==> src/rtl/pwm_pkg.sv <==
// Constants shared by the PWM channel bank: register map addresses and the
// period value loaded at reset.
package pwm_pkg;

    localparam logic [2:0] ADDR_PERIOD = 3'd6;
    localparam logic [2:0] ADDR_POL    = 3'd7;

    // All ones; truncated to WIDTH at the point of use, giving 2^WIDTH-1.
    localparam logic [31:0] RESET_PERIOD = 32'hFFFF_FFFF;

endpackage

==> src/rtl/pwm_channel_cmp.sv <==
// Per-channel duty compare with registered, polarity-adjusted PWM output.
module pwm_channel_cmp #(
    parameter int WIDTH = 8
) (
    input  logic             clk,
    input  logic             reset,
    input  logic             en,
    input  logic [WIDTH-1:0] count,
    input  logic [WIDTH-1:0] duty_active,
    input  logic             pol_active,
    input  logic             pol_shadow,
    output logic             pwm_out
);

    logic pwm_out_reg;

    // While disabled the output idles at the programmed (shadow) polarity.
    always_ff @(posedge clk) begin
        if (reset) begin
            pwm_out_reg <= 1'b0;
        end else if (!en) begin
            pwm_out_reg <= pol_shadow;
        end else begin
            pwm_out_reg <= (count < duty_active) ^ pol_active;
        end
    end

    assign pwm_out = pwm_out_reg;

endmodule

==> src/rtl/pwm_channel_bank.sv <==
// Bank of NUM_CH PWM channels sharing one strobe-driven counter, with
// double-buffered duty/period/polarity registers swapped at each period wrap.
module pwm_channel_bank
    import pwm_pkg::*;
#(
    parameter int NUM_CH = 4,
    parameter int WIDTH  = 8
) (
    input  logic              clk,
    input  logic              reset,
    input  logic              strobe,
    input  logic              en,
    input  logic              wr_en,
    input  logic [2:0]        wr_addr,
    input  logic [WIDTH-1:0]  wr_data,
    output logic [NUM_CH-1:0] pwm_out,
    output logic              period_start
);

    logic [WIDTH-1:0]  count_reg;
    logic [WIDTH-1:0]  period_shadow_reg;
    logic [WIDTH-1:0]  period_active_reg;
    logic [NUM_CH-1:0] pol_shadow_reg;
    logic [NUM_CH-1:0] pol_active_reg;
    logic              period_start_reg;
    logic              wrap;
    logic              load_active;

    assign wrap        = en && strobe && (count_reg == period_active_reg);
    // Holding the bank disabled keeps the active set tracking the shadows,
    // so enabling starts immediately with the latest programmed values.
    assign load_active = wrap || !en;

    always_ff @(posedge clk) begin
        if (reset) begin
            count_reg         <= '0;
            period_shadow_reg <= WIDTH'(RESET_PERIOD);
            period_active_reg <= WIDTH'(RESET_PERIOD);
            pol_shadow_reg    <= '0;
            pol_active_reg    <= '0;
            period_start_reg  <= 1'b0;
        end else begin
            if (wr_en && wr_addr == ADDR_PERIOD) begin
                period_shadow_reg <= wr_data;
            end
            if (wr_en && wr_addr == ADDR_POL) begin
                pol_shadow_reg <= wr_data[NUM_CH-1:0];
            end
            if (load_active) begin
                period_active_reg <= period_shadow_reg;
                pol_active_reg    <= pol_shadow_reg;
            end
            if (!en) begin
                count_reg <= '0;
            end else if (strobe) begin
                count_reg <= wrap ? '0 : count_reg + WIDTH'(1);
            end
            period_start_reg <= wrap;
        end
    end

    generate
        for (genvar gi = 0; gi < NUM_CH; gi++) begin : g_ch
            logic [WIDTH-1:0] duty_shadow_reg;
            logic [WIDTH-1:0] duty_active_reg;

            always_ff @(posedge clk) begin
                if (reset) begin
                    duty_shadow_reg <= '0;
                    duty_active_reg <= '0;
                end else begin
                    if (wr_en && wr_addr == 3'(gi)) begin
                        duty_shadow_reg <= wr_data;
                    end
                    if (load_active) begin
                        duty_active_reg <= duty_shadow_reg;
                    end
                end
            end

            pwm_channel_cmp #(
                .WIDTH(WIDTH)
            ) u_cmp (
                .clk         (clk),
                .reset       (reset),
                .en          (en),
                .count       (count_reg),
                .duty_active (duty_active_reg),
                .pol_active  (pol_active_reg[gi]),
                .pol_shadow  (pol_shadow_reg[gi]),
                .pwm_out     (pwm_out[gi])
            );
        end
    endgenerate

    assign period_start = period_start_reg;

endmodule

==> config.mk <==
export PLATFORM = sky130hd
export DESIGN_NAME = pwm_channel_bank
export DESIGN_NICKNAME = d
export VERILOG_FILES = /design/src/rtl/pwm_pkg.sv /design/src/rtl/pwm_channel_cmp.sv /design/src/rtl/pwm_channel_bank.sv
export SDC_FILE = /design/constraint.sdc
export NUM_CORES = 1
export LEC_CHECK = 0
export CAP_MARGIN = 30
export CORE_UTILIZATION = 61
export CTS_CLUSTER_DIAMETER = 100
export DETAILED_ROUTE_END_ITERATION = 8
export PLACE_DENSITY = 0.8
export SKIP_LAST_GASP = 1
export SYNTH_ARGS = -nofsm -noshare
export SYNTH_HDL_FRONTEND = slang
export SYNTH_SLANG_ARGS = --single-unit
==> constraint.sdc <==
create_clock -name clk -period 2.1 [get_ports clk]
set_input_delay 0.63 -clock clk [delete_from_list [all_inputs] [get_ports clk]]
set_output_delay 0.63 -clock clk [all_outputs]
set_load 0.05 [all_outputs]
==> metrics.md, run 1 <==
| Metric | Value |
|---|---|
| Status | finished clean |
| Root buffer cell | clkbuf_8 |
| Post-route ant nets | 0 |
| # diodes | 0 |
| Vias in the first global route | 4940 |
| Nets@finish | 750 |
| XOR/XNOR Fraction of Synth Area | 2.494% |
| Worst hold path class | reg2reg |
| Initial antenna violation count | 0 |
| Critical Path Source | en |
| I/O pin count | 21 |
| Seq/Total Area, Yosys | 36.31% |
| Num rows | 34 |
| First-pass GRT wire length | 25180 um |
| Post-Syn Area | 5569 um^2 |
| Total track usage | 33.40% |
| Largest family of logic cells by synthesized area | simple AND/OR/NAND/NOR gates |
| Crit Path Class | in2reg |
| Gr ovfl total | 0 |
| Drc violations | 0 |
| Synth Area in Compound Gates | 17.32% |
| WL final | 15490 um |
| Most common cell in the netlist | dfxtp_1 |
| Clock buffer depth | 2 |
| Final hold vios | 0 |
| Worst hold start | g_ch[3].duty_shadow_reg[1]$_SDFFE_PP0P_ |
| Largest net degree at the start of global routing | 106 |
| Max Cap Viol | 0 |
| Layout cells sized above 1 | 9.014% |
| Hold-fix buffers, CTS | 0 |
| Clock Pin Slew Worst Setup and Hold Paths | 0.11 ns |
| FF-to-FF Start | period_active_reg[6]$_SDFFE_PP1P_ |
| Count of final setup violators | 0 |
| Post-CTS sizing | 4 |
| Syn Inst Count | 699 |
| Core box area | 8763 um^2 |
| PortBufs | 20 |
| Ys flop type | dfxtp_1 |
| Synth top cells by count | dfxtp_1 (101), nand2_1 (71), o21ai_0 (48), nand3_1 (47), nor3_1 (41) |
| HPWL after DPL | 10170 um |
| FF+latch count, synth | 101 |
| Final cycle utilization of the critical path | 94.47% |
| EDFF count, synth | 0 |
| Clk sinks | 101 |
| Slew of the pin with the lowest slew margin | 0.7343 ns |
| RSZ-0062 raised after global routing | false |
| Worst r2r dst | count_reg[5]$_SDFFE_PP0P_ |
| Die Area | 9516 um^2 |
| Yosys warning count | 0 |
| CP Data Required Time | 2.36 ns |
| Cell Pwr Density | 592.9 nW/um^2 |
| Yosys top cell area share | 36.31% |
| CTS tree | done |
| R2R setup slack | 0.15 ns |
| VDD IR max | 496.9 uV |
| H-tree depth | 3 |
| Slew Viols, Final | 0 |
| Worst Reg2Reg Path Length in Cells | 5 |
| Routed WL per cell | 18.94 um |
| Syn_nets | 744 |
| Area Growth Syn to Fin | 10.76% |
| Adder-Cell Fraction of Synth Area | 6.515% |
| Die height | 97.55 um |
| Initial core utilization | 63.55% |
| FFs w/ async S/R, synth | 0% |
| Latest clock arrival within the worst-skew pair | 0.40 ns |
| Lkg Pwr | 0.002402 uW |
| Via count | 5457 |
| Die W | 97.55 um |
| Postcts setup bufs | 0 |
| Vias per cell | 6.671 |
| First drt pass iteration count | 6 |
| Synth area leader | dfxtp_1 |
| Distinct cells, synth | 41 |
| Crit path DAT | 2.25 ns |
| Slew HR | 50.99% |
| Achievable frequency | 504.1 MHz |
| Hold Slack | 0.4782 ns |
| Crit path capture type | flop |
| CP max FO | 10 |
| Simple logic cell fraction of the synthesized area | 27.25% |
| Gpl congestion | 0.8409 |
| Post-layout minimum cycle time | 1.984 ns |
| CP endpoint | period_active_reg[3]$_SDFFE_PP1P_ |
| Critical path startpoint category | input port |
| Syn Area/Cell | 7.967 um^2 |
| Worst-case clock skew | 0.01329 ns |
| Top cells by area, synth | dfxtp_1 (36%), ha_1 (6.5%), a32oi_1 (5.0%) |
| Detailed Route Iter0 Violations | 438 |
| CTS Buf Count | 9 |
| Multiplexer area fraction after synthesis | 2.337% |
| Final Util | 70.39% |
-- cell families (layout without fill, tap and decap cells) --
| logic type | Yosys count | count (layout) |
|---|---|---|
| adder cells (fa/ha/maj) | 29 | 29 |
| XOR/XNOR | 15 | 15 |
| AO/OA/AOI/OAI | 150 | 150 |
| multiplexers | 13 | 13 |
| buffers and inverters | 100 | 111 |
| flip-flops | 101 | 101 |
| AND/OR/NAND/NOR | 291 | 291 |
-- worst min path at each step --
stage                                                          to  slack [ns]  cells past startpoint
final                     g_ch[3].duty_shadow_reg[1]$_SDFFE_PP0P_        0.48                      2
after global placement    g_ch[3].duty_shadow_reg[1]$_SDFFE_PP0P_        0.45                      2
after global routing      g_ch[3].duty_shadow_reg[5]$_SDFFE_PP0P_        0.50                      2
after floorplan           g_ch[0].duty_shadow_reg[0]$_SDFFE_PP0P_        0.44                      2
after CTS                 g_ch[3].duty_shadow_reg[1]$_SDFFE_PP0P_        0.47                      2
after detailed placement  g_ch[3].duty_shadow_reg[1]$_SDFFE_PP0P_        0.46                      2
-- critical path: stages --
cell and delay [ns]:
clkdlybuf4s50_1 0.54, nand2_1 0.09, or2_1 0.36, o311ai_0 0.44, o211ai_1 0.19
-- cell usage in the layout (no fill, tap or decap), drive strengths merged, types with 13 or more instances in the layout --
master and count:
nor2 25, dfxtp 101, nor2b 36, a21oi 40, buf 39, ha 29, o211ai 17, o21ai 48
a32oi 32, nand2 71, clkdlybuf4s50 14, nand3 47, inv 42, and3 14, mux2i 13, nor3 43
nand4 40
-- routing by layer --
metal | vias to the layer above | part of all wire [%] | wire [um] | GRT usage (%)
met5 | - | 0 | 0 | 0
met1 | 2531 | 41 | 6373 | 44.62
li1 | 2547 | - | - | -
met2 | 322 | 45 | 7026 | 52.07
met3 | 57 | 9.8 | 1517 | 5.683
met4 | 0 | 3.7 | 574 | 16.74
-- layout make-up --
class / instances / area, um^2
multi-input cells: 498 / 3114
repair buffers: 57 / 553.0
clock buffers: 10 / 137.6
well taps: 108 / 135.1
clock inverters: 6 / 60.06
fillers: 677 / 2595
flip-flops and latches: 101 / 2022
inverters: 38 / 146.4
-- power breakdown --
part           switching (uW)  internal [uW]  total, uW
registers                28.2           1960       1990
logic                     233            136        369
clock network             800            500       1300
-- metrics by stage --
| step | TNS [ns] | power (uW) | cell area, um^2 | setup slack, ns | instances |
|---|---|---|---|---|---|
| after floorplan | 0 | 2254 | 5569 | 0.2814 | 699 |
| after global placement | -7.921 | 2378 | 5972 | -0.1867 | 802 |
| after detailed placement | -9.456 | 2393 | 5972 | -0.2475 | 802 |
| after CTS | 0 | 3648 | 6165 | 0.09873 | 818 |
| after global routing | 0 | 3751 | 6168 | 0.01740 | 818 |
| final | 0 | 3657 | 6168 | 0.1161 | 818 |
Note: power is estimated with default switching activity, not from simulation.
==> run 2, diff against run 1 <==
CORE_UTILIZATION = 35   (was 61)
PLACE_DENSITY = default   (was 0.8)
==> run 2 against run 1 <==
Compared with the run above: register-to-register slack improved by 0.08 ns; worst setup slack better by 0.064 ns; hold slack better by 0.0011 ns; first-iteration DRC count is 0.91% higher; maximum frequency increased by 3.3%; critical path depth up 1; total power up 9.8%; clock power is 27% higher; final area grew 3.4%; sequential share of layout area shrank 1.1 points; wire length rose by 5.9%; critical endpoint is now count_reg[1]$_SDFFE_PP0P_.
==> metrics.md, run 2 (synthesis results as in run 1) <==
| Metric | Value |
|---|---|
| Status | finished clean |
| Initial core utilization | 36.23% (-27 points) |
| CP endpoint | count_reg[1]$_SDFFE_PP0P_ |
| First drt pass iteration count | 5 (-1) |
| Cell Count, Final, Fillers Out | 926 (+13%) |
| Worst r2r dst | count_reg[1]$_SDFFE_PP0P_ |
| FF-to-FF Start | period_active_reg[6]$_SDFFE_PP1P_ |
| Post-layout minimum cycle time | 1.920 ns (-0.06400 ns) |
| Drc violations | 0 (unchanged) |
| Worst hold path class | reg2reg |
| CP Data Required Time | 2.34 ns (-0.02 ns) |
| Area Growth Syn to Fin | 14.51% |
| Post-route ant nets | 0 (unchanged) |
| Die W | 128.1 um (+31%) |
| Cell Pwr Density | 629.5 nW/um^2 (+6.2%) |
| PortBufs | 20 (unchanged) |
| Via count | 5300 (-2.9%) |
| Hold-fix buffers, CTS | 0 (unchanged) |
| Slew HR | 65.69% (+15 points) |
| Post-CTS sizing | 1 (-3) |
| Commonest cells after routing, fill and taps aside | dfxtp_1 (101), nand2_1 (71), o21ai_0 (48) |
| Count of final setup violators | 0 (unchanged) |
| Clock buffer depth | 2 (unchanged) |
| Crit path DAT | 2.16 ns (-0.09 ns) |
| CTS Buf Count | 9 (unchanged) |
| Postcts setup bufs | 0 (unchanged) |
| R2R setup slack | 0.23 ns (+0.08 ns) |
| Root buffer cell | clkbuf_16 |
| Clock Pin Slew Worst Setup and Hold Paths | 0.07 ns (-0.04 ns) |
| I/O pin count | 21 (unchanged) |
| VDD IR max | 394.7 uV (-21%) |
| Die height | 128.1 um (+31%) |
| RSZ-0062 raised after global routing | false |
| CTS tree | done |
| Routed WL per cell | 17.72 um (-6.4%) |
| H-tree depth | 3 (unchanged) |
| Critical Path Source | en |
| Slew Viols, Final | 0 (unchanged) |
| Core box area | 15370 um^2 (+75%) |
| CP max FO | 11 (+1) |
| Detailed Route Iter0 Violations | 442 (+0.91%) |
| HPWL after DPL | 10890 um (+7.1%) |
| WL final | 16410 um (+5.9%) |
| Largest net degree at the start of global routing | 69 (-35%) |
| First-pass GRT wire length | 26500 um (+5.2%) |
| Setup TNS | 0 ns (unchanged) |
| Nets@finish | 755 (+0.67%) |
| Latest clock arrival within the worst-skew pair | 0.36 ns (-0.04 ns) |
| Gr ovfl total | 0 (unchanged) |
| Slew of the pin with the lowest slew margin | 0.5140 ns (-0.2203 ns) |
| Crit Path Class | in2reg |
| Worst-case clock skew | 0.007332 ns (-0.005958 ns) |
| Lkg Pwr | 0.002433 uW (+1.3%) |
| Number of placed cells counting well taps | 910 (+13%) |
| Total track usage | 20.96% (-12 points) |
| Vias per cell | 5.724 (-14%) |
| Final hold vios | 0 (unchanged) |
| Num rows | 45 (+32%) |
| Achievable frequency | 520.9 MHz (+3.3%) |
| Critical path startpoint category | input port |
| Worst Reg2Reg Path Length in Cells | 5 (unchanged) |
| Gpl congestion | 0.8434 (+0.30%) |
| Commonest non-fill, non-tap cell in the layout | dfxtp_1 |
| Layout cells sized above 1 | 10.07% (+1.1 points) |
| Die Area | 16420 um^2 (+73%) |
| # diodes | 0 (unchanged) |
| Clk sinks | 101 (unchanged) |
| Final cycle utilization of the critical path | 91.42% (-3.0 points) |
| Vias in the first global route | 4933 (-0.14%) |
| Max Cap Viol | 0 (unchanged) |
| Crit path capture type | flop |
| Initial antenna violation count | 0 (unchanged) |
run 2: cell types whose count changed in the layout (fill, tap and decap cells not counted):
cell / before / now
buf_4: 31 / 42
clkbuf_16: 0 / 9
clkbuf_8: 10 / 1
buf_12: 7 / 4
dlygate4sd2_1: 4 / 1
inv_8: 3 / 0
clkinv_2: 0 / 1
clkinvlp_4: 1 / 2
inv_2: 0 / 1
run 2: per-stage QoR:
step / util, % / total power, uW / hold WS, ns / area, um^2 / setup slack [ns]
floorplan: - / 2254 / 0.4450 / 5569 / 0.2814
global placement: 39.64 / 2396 / 0.4583 / 6093 / -0.1715
detailed placement: 39.64 / 2405 / 0.4670 / 6093 / -0.1987
CTS: 41.49 / 4026 / 0.4770 / 6377 / 0.1756
global route: 41.49 / 4148 / 0.5010 / 6377 / 0.01328
finish: 41.49 / 4014 / 0.4793 / 6377 / 0.1801
run 2: layout make-up:
class,count,area (um^2)
multi-input combinational,498,3114
timing repair buffer,62,549.3
fill,1539,8994
sequential,101,2022
clock buffer,10,239.0
inverter,38,142.6
tap,211,264.0
clock inverter,6,46.29
run 2: layer usage:
metal	track usage (%)	routed length [um]	part of all wire, %	up-vias
li1	-	-	-	2536
met1	28.23	7523	46	2525
met2	32.51	7281	44	205
met3	3.923	1119	6.8	34
met4	9.343	485	3.0	0
met5	0	0	0	-
run 2: report_power, final:
part | total (uW) | switching, uW | internal (uW)
Clock | 1650 | 805 | 845
Combinational | 379 | 242 | 137
Sequential | 1990 | 26.3 | 1960
Total | 4010 | 1070 | 2940
run 2: worst max-delay path, cell delays in order:
cell and delay [ns]:
clkdlybuf4s50_1 0.48, nand2_1 0.07, or2_1 0.35, buf_4 0.21, nor3_4 0.30, nor3_1 0.11
run 2: worst min-delay path by stage:
stage / startpoint / end / cells after the start
floorplan: g_ch[0].duty_shadow_reg[0]$_SDFFE_PP0P_ / g_ch[0].duty_shadow_reg[0]$_SDFFE_PP0P_ / 2
global placement: g_ch[3].duty_shadow_reg[3]$_SDFFE_PP0P_ / g_ch[3].duty_shadow_reg[3]$_SDFFE_PP0P_ / 2
detailed placement: g_ch[3].duty_shadow_reg[7]$_SDFFE_PP0P_ / g_ch[3].duty_shadow_reg[7]$_SDFFE_PP0P_ / 2
CTS: g_ch[3].duty_shadow_reg[7]$_SDFFE_PP0P_ / g_ch[3].duty_shadow_reg[7]$_SDFFE_PP0P_ / 2
global route: g_ch[1].duty_shadow_reg[1]$_SDFFE_PP0P_ / g_ch[1].duty_shadow_reg[1]$_SDFFE_PP0P_ / 2
finish: g_ch[3].duty_shadow_reg[7]$_SDFFE_PP0P_ / g_ch[3].duty_shadow_reg[7]$_SDFFE_PP0P_ / 2
==> RTL edit, RTL diff (settings of run 2) <==
Register the inputs `strobe`, `en`, `wr_en`, `wr_addr` and `wr_data` before use, without a reset. The logic sees them one clock later.
--- a/src/rtl/pwm_channel_bank.sv
+++ b/src/rtl/pwm_channel_bank.sv
@@ -17,6 +17,20 @@
     output logic              period_start
 );
 
+    logic strobe_q;
+    logic en_q;
+    logic wr_en_q;
+    logic [2:0] wr_addr_q;
+    logic [WIDTH-1:0] wr_data_q;
+
+    always_ff @(posedge clk) begin
+        strobe_q  <= strobe;
+        en_q      <= en;
+        wr_en_q   <= wr_en;
+        wr_addr_q <= wr_addr;
+        wr_data_q <= wr_data;
+    end
+
     logic [WIDTH-1:0]  count_reg;
     logic [WIDTH-1:0]  period_shadow_reg;
     logic [WIDTH-1:0]  period_active_reg;
@@ -26,10 +40,10 @@
     logic              wrap;
     logic              load_active;
 
-    assign wrap        = en && strobe && (count_reg == period_active_reg);
+    assign wrap        = en_q && strobe_q && (count_reg == period_active_reg);
     // Holding the bank disabled keeps the active set tracking the shadows,
     // so enabling starts immediately with the latest programmed values.
-    assign load_active = wrap || !en;
+    assign load_active = wrap || !en_q;
 
     always_ff @(posedge clk) begin
         if (reset) begin
@@ -40,19 +54,19 @@
             pol_active_reg    <= '0;
             period_start_reg  <= 1'b0;
         end else begin
-            if (wr_en && wr_addr == ADDR_PERIOD) begin
-                period_shadow_reg <= wr_data;
+            if (wr_en_q && wr_addr_q == ADDR_PERIOD) begin
+                period_shadow_reg <= wr_data_q;
             end
-            if (wr_en && wr_addr == ADDR_POL) begin
-                pol_shadow_reg <= wr_data[NUM_CH-1:0];
+            if (wr_en_q && wr_addr_q == ADDR_POL) begin
+                pol_shadow_reg <= wr_data_q[NUM_CH-1:0];
             end
             if (load_active) begin
                 period_active_reg <= period_shadow_reg;
                 pol_active_reg    <= pol_shadow_reg;
             end
-            if (!en) begin
+            if (!en_q) begin
                 count_reg <= '0;
-            end else if (strobe) begin
+            end else if (strobe_q) begin
                 count_reg <= wrap ? '0 : count_reg + WIDTH'(1);
             end
             period_start_reg <= wrap;
@@ -69,8 +83,8 @@
                     duty_shadow_reg <= '0;
                     duty_active_reg <= '0;
                 end else begin
-                    if (wr_en && wr_addr == 3'(gi)) begin
-                        duty_shadow_reg <= wr_data;
+                    if (wr_en_q && wr_addr_q == 3'(gi)) begin
+                        duty_shadow_reg <= wr_data_q;
                     end
                     if (load_active) begin
                         duty_active_reg <= duty_shadow_reg;
@@ -83,7 +97,7 @@
             ) u_cmp (
                 .clk         (clk),
                 .reset       (reset),
-                .en          (en),
+                .en          (en_q),
                 .count       (count_reg),
                 .duty_active (duty_active_reg),
                 .pol_active  (pol_active_reg[gi]),
Function: changed (a bounded check fails within 4 cycles, from zero or initial values and one cycle with reset high).
==> RTL edit against run 2 <==
- cell area rose by 10%
- power rose by 43%
- clock power rose by 88%
- synthesized area rose by 6.9%
- sequential cell count up 14
- routed wire length fell by 5.4%
- worst setup slack better by 0.052 ns
- worst hold slack worse by 0.018 ns
==> RTL edit: results (changes against run 2) <==
[synthesis]
synth_compound_area_frac=0.1454  ; -0.02778
synth_xor_area_frac=0.02207  ; -0.002870
synth_cells=744  ; +6.4%
ys_seq_area_frac=0.3867  ; +0.02365
syn-num-nets=789  ; +6.0%
synth_mux_area_frac=0.02186  ; -0.001508
synthTopCellsByCount=dfxtp_1, a21oi_1, nand2_1
synth_area_leaders=dfxtp_1, ha_1, a21oi_1

[cells_and_area]
multi_input_comb_cells=529  ; +6.2%
fillCellCount=1658  ; +7.7%
fin_cells=978  ; +5.6%
multi_input_area_share=0.4632  ; -0.02513
bufAreaShareNonClock=0.05863  ; -0.02749
signal_buffers=45  ; -27%
clock_buffers=24  ; +14
nonClockInverterCount=37  ; -2.6%

[place]
dpl-instance-area_um2=6382  ; +4.7%
hpwl_um=9522  ; -13%

[setup_path]
crit_path_max_incr_delay_ns=0.51  ; +0.03 ns
rrSetupSlack_ns=0.27  ; +0.04 ns
worstPathArrival_ns=1.24  ; -0.92 ns

[detailed_routing]
wl_met1_um=7421  ; -1.4%
wl_met2_um=7002  ; -3.8%
wl_um=15530  ; -5.4%
wl_met3_um=747  ; -33%
drt_iter0_markers=375  ; -15%

[hold_path]
min_from=g_ch[2].duty_shadow_reg[7]$_SDFFE_PP0P_
whs_endpoint=g_ch[2].duty_shadow_reg[7]$_SDFFE_PP0P_

[status]
status=finished clean

[pwr]
pg_comb_uw=313  ; -17%
p_int_mw=4.473  ; +52%
pwr-share-seq=0.402  ; -0.092
ir_worst_vdd_v=0.0005307  ; +34%
power_frac_comb=0.055  ; -0.039

[sta]
worstMarginPinSlew_ns=0.8720  ; +0.3580 ns
timing.final.crit_share=0.8895  ; -0.02474
hold_ws_ns=0.4609  ; -0.01840 ns
skew_ns=0.007236  ; -0.00009609 ns

[clocking]
cts_buffers=17  ; +8
clkTransAtPathRegs_ns=0.05  ; -0.02 ns

[global_routing]
grt_max_degree=105  ; +52%
grt_usage=0.1861  ; -0.02350

RTL edit: cell types whose count changed after synthesis, moves of 3 or more:
cell,delta
a32oi_1,-32
and3_1,+23
nor2_1,+8
buf_2,-11
nor3_1,-34
dfxtp_1,+14
nor3b_1,+37
xor2_1,+3
clkbuf_1,+15
a21oi_1,+32
RTL edit: worst max-delay path by stage:
stage | startpoint | to
floorplan | count_reg[6]$_SDFFE_PP0P_ | period_active_reg[4]$_SDFFE_PP1P_
global placement | period_active_reg[6]$_SDFFE_PP1P_ | pol_active_reg[1]$_SDFFE_PP0P_
detailed placement | period_active_reg[6]$_SDFFE_PP1P_ | g_ch[0].duty_active_reg[0]$_SDFFE_PP0P_
CTS | g_ch[1].u_cmp.pwm_out$_SDFF_PP0_ | pwm_out[1]
global route | period_active_reg[6]$_SDFFE_PP1P_ | g_ch[0].duty_active_reg[0]$_SDFFE_PP0P_
finish | g_ch[1].u_cmp.pwm_out$_SDFF_PP0_ | pwm_out[1]
